==> src/rtl/lstm_gate_seq.sv <==
// Sequencer for one LSTM gate neuron. Steps the shared gate datapath over
// all cells for a forward pass (capturing each activation), or issues one
// write strobe per cell for a weight/bias update pass.
module lstm_gate_seq #(
  parameter int unsigned NUM_LSTM = 8,
  parameter int unsigned WIDTH    = 32,
  parameter int unsigned SETTLE   = 2
) (
  input  logic                      clk,
  input  logic                      rst,
  input  logic                      i_start,
  input  logic                      i_upd,
  input  logic [WIDTH-1:0]          i_a,
  output logic [8:0]                o_rd_addr,
  output logic [8:0]                o_wr_addr,
  output logic                      o_wr,
  output logic [NUM_LSTM*WIDTH-1:0] o_a_vec,
  output logic                      o_valid,
  output logic                      o_upd_done,
  output logic                      o_busy,
  output logic                      o_overrun
);

  localparam int unsigned IDX_W  = 8;
  localparam int unsigned CNT_W  = 4;
  localparam int unsigned ADDR_W = 9;
  localparam int unsigned VEC_W  = NUM_LSTM * WIDTH;

  localparam logic [IDX_W-1:0] LAST_IDX   = IDX_W'(NUM_LSTM - 1);
  localparam logic [CNT_W-1:0] SETTLE_CNT = CNT_W'(SETTLE);

  typedef enum logic [1:0] {
    IDLE = 2'd0,
    FWD  = 2'd1,
    DONE = 2'd2,
    UPD  = 2'd3
  } state_t;

  state_t             state, state_n;
  logic [IDX_W-1:0]   idx, idx_n;
  logic [CNT_W-1:0]   cnt, cnt_n;
  logic               upd_pend, upd_pend_n;

  // Next values of the registered outputs
  logic [ADDR_W-1:0]  rd_addr_n;
  logic [ADDR_W-1:0]  wr_addr_n;
  logic               wr_n;
  logic [VEC_W-1:0]   a_vec_n;
  logic               valid_n;
  logic               upd_done_n;
  logic               busy_n;
  logic               overrun_n;
  logic               capture;
  logic               upd_take;

  // State, counters and all outputs registered together
  always_ff @(posedge clk or posedge rst) begin
    if (rst) begin
      state      <= IDLE;
      idx        <= '0;
      cnt        <= '0;
      upd_pend   <= 1'b0;
      o_rd_addr  <= '0;
      o_wr_addr  <= '0;
      o_wr       <= 1'b0;
      o_a_vec    <= '0;
      o_valid    <= 1'b0;
      o_upd_done <= 1'b0;
      o_busy     <= 1'b0;
      o_overrun  <= 1'b0;
    end else begin
      state      <= state_n;
      idx        <= idx_n;
      cnt        <= cnt_n;
      upd_pend   <= upd_pend_n;
      o_rd_addr  <= rd_addr_n;
      o_wr_addr  <= wr_addr_n;
      o_wr       <= wr_n;
      o_a_vec    <= a_vec_n;
      o_valid    <= valid_n;
      o_upd_done <= upd_done_n;
      o_busy     <= busy_n;
      o_overrun  <= overrun_n;
    end
  end

  // Next-state and next-output logic; outputs reflect the state being entered
  always_comb begin
    state_n    = state;
    idx_n      = idx;
    cnt_n      = cnt;
    rd_addr_n  = '0;
    wr_addr_n  = '0;
    wr_n       = 1'b0;
    valid_n    = 1'b0;
    upd_done_n = 1'b0;
    capture    = 1'b0;
    upd_take   = 1'b0;

    unique case (state)
      IDLE: begin
        if (i_start) begin
          state_n = FWD;
          idx_n   = '0;
          cnt_n   = '0;
        end else if (upd_pend) begin
          state_n   = UPD;
          idx_n     = '0;
          upd_take  = 1'b1;
          wr_n      = 1'b1;
          wr_addr_n = '0;
        end
      end

      FWD: begin
        if (cnt == SETTLE_CNT) begin
          capture = 1'b1;
          cnt_n   = '0;
          if (idx == LAST_IDX) begin
            state_n = DONE;
            valid_n = 1'b1;
          end else begin
            idx_n     = idx + IDX_W'(1);
            rd_addr_n = ADDR_W'(idx + IDX_W'(1));
          end
        end else begin
          cnt_n     = cnt + CNT_W'(1);
          rd_addr_n = ADDR_W'(idx);
        end
      end

      DONE: begin
        state_n = IDLE;
      end

      UPD: begin
        if (idx == LAST_IDX) begin
          state_n    = IDLE;
          idx_n      = '0;
          upd_done_n = 1'b1;
        end else begin
          idx_n     = idx + IDX_W'(1);
          wr_n      = 1'b1;
          wr_addr_n = ADDR_W'(idx + IDX_W'(1));
        end
      end

      default: begin
        state_n = IDLE;
      end
    endcase

    // A request arriving in the consuming cycle survives the consume
    upd_pend_n = (upd_take ? 1'b0 : upd_pend) | i_upd;
    overrun_n  = o_overrun | (i_start && (state != IDLE));
    busy_n     = (state_n != IDLE);
  end

  // Slot-wise capture of the settled activation into the output vector
  always_comb begin
    a_vec_n = o_a_vec;
    for (int unsigned k = 0; k < NUM_LSTM; k++) begin
      if (capture && (idx == IDX_W'(k))) begin
        a_vec_n[k*WIDTH +: WIDTH] = i_a;
      end
    end
  end

endmodule

==> config.mk <==
export PLATFORM = sky130hd
export DESIGN_NAME = lstm_gate_seq
export DESIGN_NICKNAME = d
export VERILOG_FILES = /design/src/rtl/lstm_gate_seq.sv
export SDC_FILE = /design/constraint.sdc
export NUM_CORES = 1
export LEC_CHECK = 0
export CAP_MARGIN = 20
export CELL_PAD_IN_SITES_DETAIL_PLACEMENT = 2
export CELL_PAD_IN_SITES_GLOBAL_PLACEMENT = 2
export CORE_MARGIN = 2
export CORE_UTILIZATION = 34
export CTS_BUF_LIST = sky130_fd_sc_hd__clkbuf_8
export DETAILED_ROUTE_END_ITERATION = 6
export MAX_ROUTING_LAYER = met4
export PLACE_DENSITY_LB_ADDON = 0.1
export SLEW_MARGIN = 10
export SYNTH_ARGS = -nofsm -noshare
export SYNTH_HDL_FRONTEND = slang
export SYNTH_SLANG_ARGS = --single-unit
==> constraint.sdc <==
create_clock -name clk -period 14.45 [get_ports clk]
set_input_delay 4.335 -clock clk [delete_from_list [all_inputs] [get_ports clk]]
set_output_delay 4.335 -clock clk [all_outputs]
set_load 0.02 [all_outputs]
==> results_tabular.tex, run 1 <==
\begin{tabular}{lr}
\hline
Metric & Value \\
\hline
\multicolumn{2}{l}{\textbf{Run status}} \\
\quad Result of the run & finished, final reports clean \\
\multicolumn{2}{l}{\textbf{Route}} \\
\quad Count of unresolved DRC violations after routing & 0 \\
\quad Wirelength, routed & 35430 um \\
\quad First-pass DRT Iterations & 4 \\
\quad Count of antenna-violating nets left after detailed routing & 0 \\
\quad Routed vias/inst & 4.817 \\
\quad Detailed-route wire length per cell & 22.57 um \\
\quad Via total after detailed routing & 7562 \\
\quad Starting DRT DRC Count & 222 \\
\multicolumn{2}{l}{\textbf{Yosys}} \\
\quad Library cell occupying the most area in the post-synthesis netlist & sky130\_fd\_sc\_hd\_\_dfrtp\_1 \\
\quad Fraction of synthesized area in multiplexers & 26.23\% \\
\quad Cell area after synthesis & 0.01150 mm2 \\
\quad Number of enable flip-flop cells after synthesis & 0 \\
\quad Sequential cell area fraction in the yosys report & 63.99\% \\
\quad Number of distinct standard cells referenced by the synthesized netlist & 52 \\
\quad Post-Synth XOR/XNOR Area & 0.2285\% \\
\quad Register bit count reported by yosys & 294 \\
\quad Gate Count Post-Synth & 738 \\
\quad Count of synthesis-stage warnings from yosys & 0 \\
\quad Post-synthesis simple-gate area fraction & 3.548\% \\
\quad Ranking of synthesized cells by area & sky130\_fd\_sc\_hd\_\_dfrtp\_1, sky130\_fd\_sc\_hd\_\_mux2\_2, sky130\_fd\_sc\_hd\_\_mux2\_4 \\
\quad Post-synthesis adder-cell area fraction & 0.9794\% \\
\quad Largest family of logic cells by synthesized area & multiplexers \\
\quad Share of the synthesized area in the top cell type & 63.99\% \\
\quad Dominant register cell in the synthesized netlist & sky130\_fd\_sc\_hd\_\_dfrtp\_1 \\
\quad Post-Syn Nets & 783 \\
\quad Async S/R FF share, synth & 100.0\% \\
\quad Mean Syn Cell Area & 15.58 um2 \\
\quad Compound-cell area share of the yosys netlist & 2.982\% \\
\multicolumn{2}{l}{\textbf{Worst setup path}} \\
\quad Startpoint class of the critical path & input pin \\
\quad Worst setup path startpoint & rst \\
\quad Kind of critical path & in -> async \\
\quad Required arrival time at the worst endpoint & 15.04 ns \\
\quad Type of destination of the critical path & async pin \\
\quad Cell count of the worst reg-to-reg path & 7 \\
\quad Crit path arrival time & 7.09 ns \\
\quad Terminus of the critical flop-to-flop path & o\_a\_vec[189] \\
\quad Launch instance of the worst register-to-register path & state[1] \\
\quad Register-to-register path setup slack & 11.10 ns \\
\quad Maximum fanout along the worst path & 114 \\
\multicolumn{2}{l}{\textbf{Layout}} \\
\quad Final Net Count & 1130 \\
\quad Filler cells & 3147 \\
\quad Cell Count, Final, Fillers Out & 1570 \\
\quad Diodes inserted & 0 \\
\quad Highest-count cells in the layout ignoring fill and taps & sky130\_fd\_sc\_hd\_\_clkdlybuf4s50\_1, sky130\_fd\_sc\_hd\_\_dfrtp\_1, sky130\_fd\_sc\_hd\_\_mux2\_2, sky130\_fd\_sc\_hd\_\_clkbuf\_8 \\
\quad Area growth, synth to finish & 40.59\% \\
\quad Commonest non-fill, non-tap cell in the layout & sky130\_fd\_sc\_hd\_\_clkdlybuf4s50\_1 \\
\quad Fraction of final layout cells with drive strength greater than 1 & 31.82\% \\
\multicolumn{2}{l}{\textbf{Clock tree}} \\
\quad Clk pin slew, worst setup/hold paths & 0.05 ns \\
\quad Hold-fix buffers at CTS & 0 \\
\quad CTS H-tree depth & 2 \\
\quad Inserted Clock Buffers & 52 \\
\quad Largest buffer count on any clock path & 3 \\
\quad Total setup buffers inserted after CTS & 0 \\
\quad CTS tree & done \\
\quad Clock root buffer master & sky130\_fd\_sc\_hd\_\_clkbuf\_8 \\
\quad Clock Sinks & 294 \\
\quad Post-cts repair resize count & 0 \\
\quad Insertion delay of the later-clocked pin in the worst-skew pair & 0.56 ns \\
\multicolumn{2}{l}{\textbf{Floorplan}} \\
\quad Io pins & 315 \\
\quad Core region area & 0.03345 mm2 \\
\quad Height of the chip & 187.9 um \\
\quad Horizontal die dimension & 187.9 um \\
\quad Effective utilization at floorplan & 34.37\% \\
\quad Die area & 0.03530 mm2 \\
\quad Row count & 67 \\
\multicolumn{2}{l}{\textbf{Place}} \\
\quad Weighted congestion at the end of routability-driven global placement & 0.7718 \\
\quad Placed Cells incl. Taps & 1479 \\
\quad Count of port buffers added during placement & 314 \\
\quad Half-perimeter wire length after detailed placement & 23830 um \\
\multicolumn{2}{l}{\textbf{Min path}} \\
\quad Classification of the worst-slack hold path & reg -> reg \\
\quad Number of cells on the worst hold path & 1 \\
\quad Terminating pin of the worst hold path & o\_overrun \\
\quad Worst hold start & o\_overrun \\
\multicolumn{2}{l}{\textbf{Pwr}} \\
\quad Worst VDD drop & 69.58 uV \\
\quad Leak pwr & 0.007017 uW \\
\quad Power Dens Cells & 114.5 mW/mm2 \\
\multicolumn{2}{l}{\textbf{Timing}} \\
\quad Unrepaired setup endpoints after global routing & no \\
\quad Maximum clock skew at final layout & 0.02463 ns \\
\quad Worst max-slew margin expressed relative to the limit & 35.51\% \\
\quad Max Transition Viols Final & 0 \\
\quad Final hold viol count & 0 \\
\quad Final min period & 6.504 ns \\
\quad Fraction of the cycle the final worst path needs & 45.01\% \\
\quad Worst slew pin tran & 0.9645 ns \\
\quad Post-Route Setup TNS & 0 ns \\
\quad Timing-limited maximum frequency & 153.8 MHz \\
\quad Number of setup violations in the final report & 0 \\
\multicolumn{2}{l}{\textbf{Run}} \\
\quad Total of max-cap violations & 0 \\
\multicolumn{2}{l}{\textbf{Global routing}} \\
\quad Number of antenna violations at the first check in global routing & 0 \\
\quad GR Overflow Total & 0 \\
\quad Wire length of the first global-routing pass & 54720 um \\
\quad GRT Overall Usage & 20.95\% \\
\quad Pin count of the biggest net entering global routing & 115 \\
\quad Vias in the first global route & 8568 \\
\hline
\end{tabular}
cell families after synthesis:
family          count (synthesis)
mux                           258
fa+ha+maj                       9
buf+inv                        45
flops                         294
compound gates                 53
xor+xnor                        3
simple gates                   76
power breakdown:
group | leakage, uW | total, uW | switching (uW) | internal (uW)
clock | 0.000606 | 765 | 337 | 428
sequential | 0.00343 | 880 | 19.8 | 861
combinational | 0.00298 | 205 | 107 | 98.3
sequential cells by signal, indices dropped and copies added, names as in the netlist:
name and cells:
o_wr 1, idx 8, o_valid 1, state 2, o_overrun 1, cnt 4
o_wr_addr 9, o_a_vec 256, upd_pend 1, o_busy 1, o_rd_addr 9, o_upd_done 1
worst max path at each step:
| stage | slack, ns | depth (start not counted) | to |
|---|---|---|---|
| finish | 7.95 | 4 | o_a_vec[81] |
| global route | 7.59 | 4 | o_a_vec[177] |
| CTS | 7.83 | 4 | o_a_vec[243] |
| detailed placement | 7.23 | 4 | o_a_vec[179] |
| global placement | 7.25 | 4 | o_a_vec[179] |
| floorplan | 2.00 | 1 | cnt[0] |
layout make-up:
| cell class | instances | area [um2] | share of cell area [%] |
|---|---|---|---|
| clock buffer | 70 | 963.4 | 5.960 |
| multi-input combinational | 399 | 3915 | 24.22 |
| tap | 448 | 560.5 | 3.468 |
| inverter | 14 | 60.06 | 0.3715 |
| timing repair buffer | 324 | 3218 | 19.91 |
| sequential | 294 | 7357 | 45.51 |
| clock inverter | 21 | 90.09 | 0.5573 |
synthesized netlist by cell type, types with 4 or more instances:
library cell	count
sky130_fd_sc_hd__o21ai_0	14
sky130_fd_sc_hd__mux2_4	30
sky130_fd_sc_hd__nor2_1	11
sky130_fd_sc_hd__buf_1	11
sky130_fd_sc_hd__nor3_1	6
sky130_fd_sc_hd__mux2_2	226
sky130_fd_sc_hd__or2_2	4
sky130_fd_sc_hd__ha_1	9
sky130_fd_sc_hd__a21oi_1	15
sky130_fd_sc_hd__nand2_1	28
sky130_fd_sc_hd__dfrtp_1	294
sky130_fd_sc_hd__inv_1	14
sky130_fd_sc_hd__nand3_1	5
sky130_fd_sc_hd__clkbuf_1	13
critical path, stage by stage:
cell                              delay (ns)
sky130_fd_sc_hd__clkdlybuf4s50_1        0.50
sky130_fd_sc_hd__inv_8                  0.61
sky130_fd_sc_hd__buf_4                  0.79
sky130_fd_sc_hd__buf_4                  0.72
per-layer routing:
metal	global-route usage (%)	vias up	part of all wire (%)
met5	-	-	0
met4	4.149	0	1.2
met3	5.933	35	6.5
met2	35.51	219	51
met1	25.02	3981	41
li1	-	3327	-
stage by stage:
stage	hold WS [ns]	cell area [um2]	power, uW	setup WS (ns)	util [%]
floorplan	0.5133	11500	984.7	1.996	-
global placement	0.4524	15110	1098	7.247	45.18
detailed placement	0.4522	15110	1103	7.228	45.18
CTS	0.4704	16160	1888	7.834	48.33
global route	0.5086	16160	1932	7.588	48.33
finish	0.4673	16160	1851	7.946	48.33
No activity file was read; power rests on OpenSTA's default activity.
==> run 2: changes to the inputs <==
- CORE_UTILIZATION: 34 -> 31
- clock period: 14.45 -> 5.8 ns (I/O delays scaled with it)
==> results_tabular.tex, run 2 (synthesis gave the netlist of run 1 again) <==
\begin{tabular}{lr}
\hline
Metric & Value \\
\hline
\multicolumn{2}{l}{\textbf{Route}} \\
\quad Wirelength, routed & 35970 um (+1.5\%) \\
\quad Routed vias/inst & 4.761 (-1.2\%) \\
\quad Count of unresolved DRC violations after routing & 0 (unchanged) \\
\quad Via total after detailed routing & 7598 (+0.48\%) \\
\quad Detailed-route wire length per cell & 22.54 um (-0.14\%) \\
\quad Starting DRT DRC Count & 196 (-12\%) \\
\quad Count of antenna-violating nets left after detailed routing & 0 (unchanged) \\
\quad First-pass DRT Iterations & 4 (unchanged) \\
\multicolumn{2}{l}{\textbf{Floorplan}} \\
\quad Effective utilization at floorplan & 31.40\% (-3.0 points) \\
\quad Io pins & 315 (unchanged) \\
\quad Horizontal die dimension & 196.6 um (+4.6\%) \\
\quad Row count & 70 (+4.5\%) \\
\quad Die area & 0.03864 mm2 (+9.5\%) \\
\quad Height of the chip & 196.6 um (+4.6\%) \\
\quad Core region area & 0.03661 mm2 (+9.5\%) \\
\multicolumn{2}{l}{\textbf{Global routing}} \\
\quad GR Overflow Total & 0 (unchanged) \\
\quad Wire length of the first global-routing pass & 54520 um (-0.37\%) \\
\quad Number of antenna violations at the first check in global routing & 0 (unchanged) \\
\quad GRT Overall Usage & 19.45\% (-1.5 points) \\
\quad Pin count of the biggest net entering global routing & 121 (+5.2\%) \\
\quad Vias in the first global route & 8440 (-1.5\%) \\
\multicolumn{2}{l}{\textbf{Clock tree}} \\
\quad Post-cts repair resize count & 0 (unchanged) \\
\quad Hold-fix buffers at CTS & 0 (unchanged) \\
\quad Insertion delay of the later-clocked pin in the worst-skew pair & 0.63 ns (+0.07 ns) \\
\quad Largest buffer count on any clock path & 3 (unchanged) \\
\quad Clock root buffer master & sky130\_fd\_sc\_hd\_\_clkbuf\_8 \\
\quad CTS tree & done \\
\quad Total setup buffers inserted after CTS & 0 (unchanged) \\
\quad Clock Sinks & 294 (unchanged) \\
\quad Inserted Clock Buffers & 54 (+3.8\%) \\
\quad CTS H-tree depth & 2 (unchanged) \\
\quad Clk pin slew, worst setup/hold paths & 0.06 ns (about the same) \\
\multicolumn{2}{l}{\textbf{Layout}} \\
\quad Max FFs per register & 256 (unchanged) \\
\quad Sequential standard cell area & 0.007357 mm2 (unchanged) \\
\quad Commonest non-fill, non-tap cell in the layout & sky130\_fd\_sc\_hd\_\_clkdlybuf4s50\_1 \\
\quad Final Net Count & 1134 (+0.35\%) \\
\quad Highest-count cells in the layout ignoring fill and taps & sky130\_fd\_sc\_hd\_\_clkdlybuf4s50\_1, sky130\_fd\_sc\_hd\_\_dfrtp\_1, sky130\_fd\_sc\_hd\_\_mux2\_2, sky130\_fd\_sc\_hd\_\_clkbuf\_8, sky130\_fd\_sc\_hd\_\_inv\_1 \\
\quad End-of-flow core utilization & 44.15\% (-4.2 points) \\
\quad Fraction of final layout cells with drive strength greater than 1 & 31.12\% (-0.70 points) \\
\quad Biggest registers after layout & o\_a\_vec x256, o\_rd\_addr x9, o\_wr\_addr x9 \\
\quad Area growth, synth to finish & 40.58\% (about the same) \\
\quad Diodes inserted & 0 (unchanged) \\
\quad Area occupied by multi-input gates & 0.003915 mm2 (unchanged) \\
\quad Most flop-heavy register & o\_a\_vec \\
\quad Filler cells & 3622 (+15\%) \\
\multicolumn{2}{l}{\textbf{Worst setup path}} \\
\quad Kind of critical path & reg -> out \\
\quad Type of destination of the critical path & output pin \\
\quad Maximum fanout along the worst path & 2 (-98\%) \\
\quad Worst path cell trace & clkdlybuf4s50\_1 \\
\quad Required arrival time at the worst endpoint & 4.06 ns (-10.98 ns) \\
\quad Family with the most delay on the worst path & buffers and inverters \\
\quad Worst path buffer plus inverter count & 1 (-3) \\
\quad Critical path's largest stage delay & 0.69 ns (-0.10 ns) \\
\quad Crit path arrival time & 1.66 ns (-5.43 ns) \\
\quad Slowest stage cell, crit path & sky130\_fd\_sc\_hd\_\_clkdlybuf4s50\_1 \\
\quad Startpoint class of the critical path & flop \\
\multicolumn{2}{l}{\textbf{Pwr}} \\
\quad Part of the total power dissipated in sequential elements & 48.4\% (+0.8 points) \\
\quad Power Dens Cells & 280.4 mW/mm2 (+140\%) \\
\quad Part of the total power dissipated in combinational logic & 11.3\% (+0.2 points) \\
\quad Internal power summed over all cells & 3356 uW (+140\%) \\
\quad Leak pwr & 0.007037 uW (+0.29\%) \\
\quad Worst VDD drop & 159.9 uV (+130\%) \\
\quad Sw Share & 25.95\% (+0.91 points) \\
\quad Clock power frac & 40.3\% (-1.0 points) \\
\quad Power spent charging and discharging nets & 1176 uW (+150\%) \\
\multicolumn{2}{l}{\textbf{Timing}} \\
\quad Unrepaired setup endpoints after global routing & no \\
\quad Fraction of the cycle the final worst path needs & 58.59\% \\
\quad Final hold viol count & 0 (unchanged) \\
\quad Maximum clock skew at final layout & 0.02651 ns (+0.001883 ns) \\
\quad Worst max-slew margin expressed relative to the limit & 42.09\% (+6.6 points) \\
\quad Worst slew pin tran & 0.8687 ns (-0.09582 ns) \\
\quad Max Transition Viols Final & 0 (unchanged) \\
\quad Post-Route Setup TNS & 0 ns (unchanged) \\
\quad Timing-limited maximum frequency & 294.3 MHz \\
\quad Final min period & 3.398 ns \\
\quad Number of setup violations in the final report & 0 (unchanged) \\
\multicolumn{2}{l}{\textbf{Place}} \\
\quad Half-perimeter wire length after detailed placement & 24120 um (+1.2\%) \\
\quad Weighted congestion at the end of routability-driven global placement & 0.7616 (-1.3\%) \\
\quad Count of port buffers added during placement & 314 (unchanged) \\
\multicolumn{2}{l}{\textbf{Run status}} \\
\quad Result of the run & finished, final reports clean \\
\multicolumn{2}{l}{\textbf{Min path}} \\
\quad Classification of the worst-slack hold path & reg -> reg \\
\multicolumn{2}{l}{\textbf{Run}} \\
\quad Total of max-cap violations & 0 (unchanged) \\
\hline
\end{tabular}
## run 2: changes by cell type in the layout (fill, tap and decap cells not counted)
cell / delta
sky130_fd_sc_hd__buf_12: +2
sky130_fd_sc_hd__clkbuf_8: -8
sky130_fd_sc_hd__clkinvlp_4: +1
sky130_fd_sc_hd__inv_1: +12
sky130_fd_sc_hd__inv_6: -1
## run 2: final cells by class
| cell class | count | share of cell area, % |
|---|---|---|
| clock buffer | 62 | 5.279 |
| clock inverter | 33 | 0.8515 |
| inverter | 14 | 0.3484 |
| multi-input combinational | 399 | 24.22 |
| sequential | 294 | 45.52 |
| tap | 468 | 3.623 |
| timing repair buffer | 326 | 20.16 |
## run 2: power by group through the flow
stage                     logic, uW  clock network, uW  registers, uW
after CTS                       525               1920           2190
after global placement          518                  0           2220
after detailed placement        524                  0           2230
after global routing            546               2010           2200
final                           513               1830           2190
after floorplan                 116                  0           2340
## run 2: per-stage QoR
step | total power (uW) | instances | worst slack [ns] | hold slack (ns) | cell area, um2
2_1_floorplan | 2454 | 738 | 0.1569 | 0.5133 | 11500
3_3_place_gp | 2742 | 1501 | 2.277 | 0.4494 | 15170
3_5_place_dp | 2751 | 1501 | 2.272 | 0.4475 | 15170
4_1_cts | 4636 | 1596 | 2.336 | 0.4647 | 16160
5_1_grt | 4763 | 1596 | 2.212 | 0.4963 | 16160
6_report | 4533 | 1596 | 2.402 | 0.4592 | 16160
## run 2: path summary, 6_finish.rpt
check / from / to / slack [ns] / depth (start not counted)
min reg2reg: o_overrun / o_overrun / 0.46 / 1
max reg2reg: state[1] / o_a_vec[171] / 2.57 / 7
min: o_overrun / o_overrun / 0.46 / 1
max: o_a_vec[188] / o_a_vec[188] / 2.40 / 1
min in group asynchronous: rst / o_a_vec[158] / 1.52 / 2
max in group asynchronous: rst / o_a_vec[222] / 3.19 / 3
## run 2: routing by layer
layer | vias to the layer above | track usage (%) | share of wire, %
li1 | 3329 | - | -
met1 | 3986 | 23.63 | 42
met2 | 231 | 30.64 | 48
met3 | 52 | 6.708 | 7.8
met4 | 0 | 6.015 | 2.2
met5 | - | - | 0
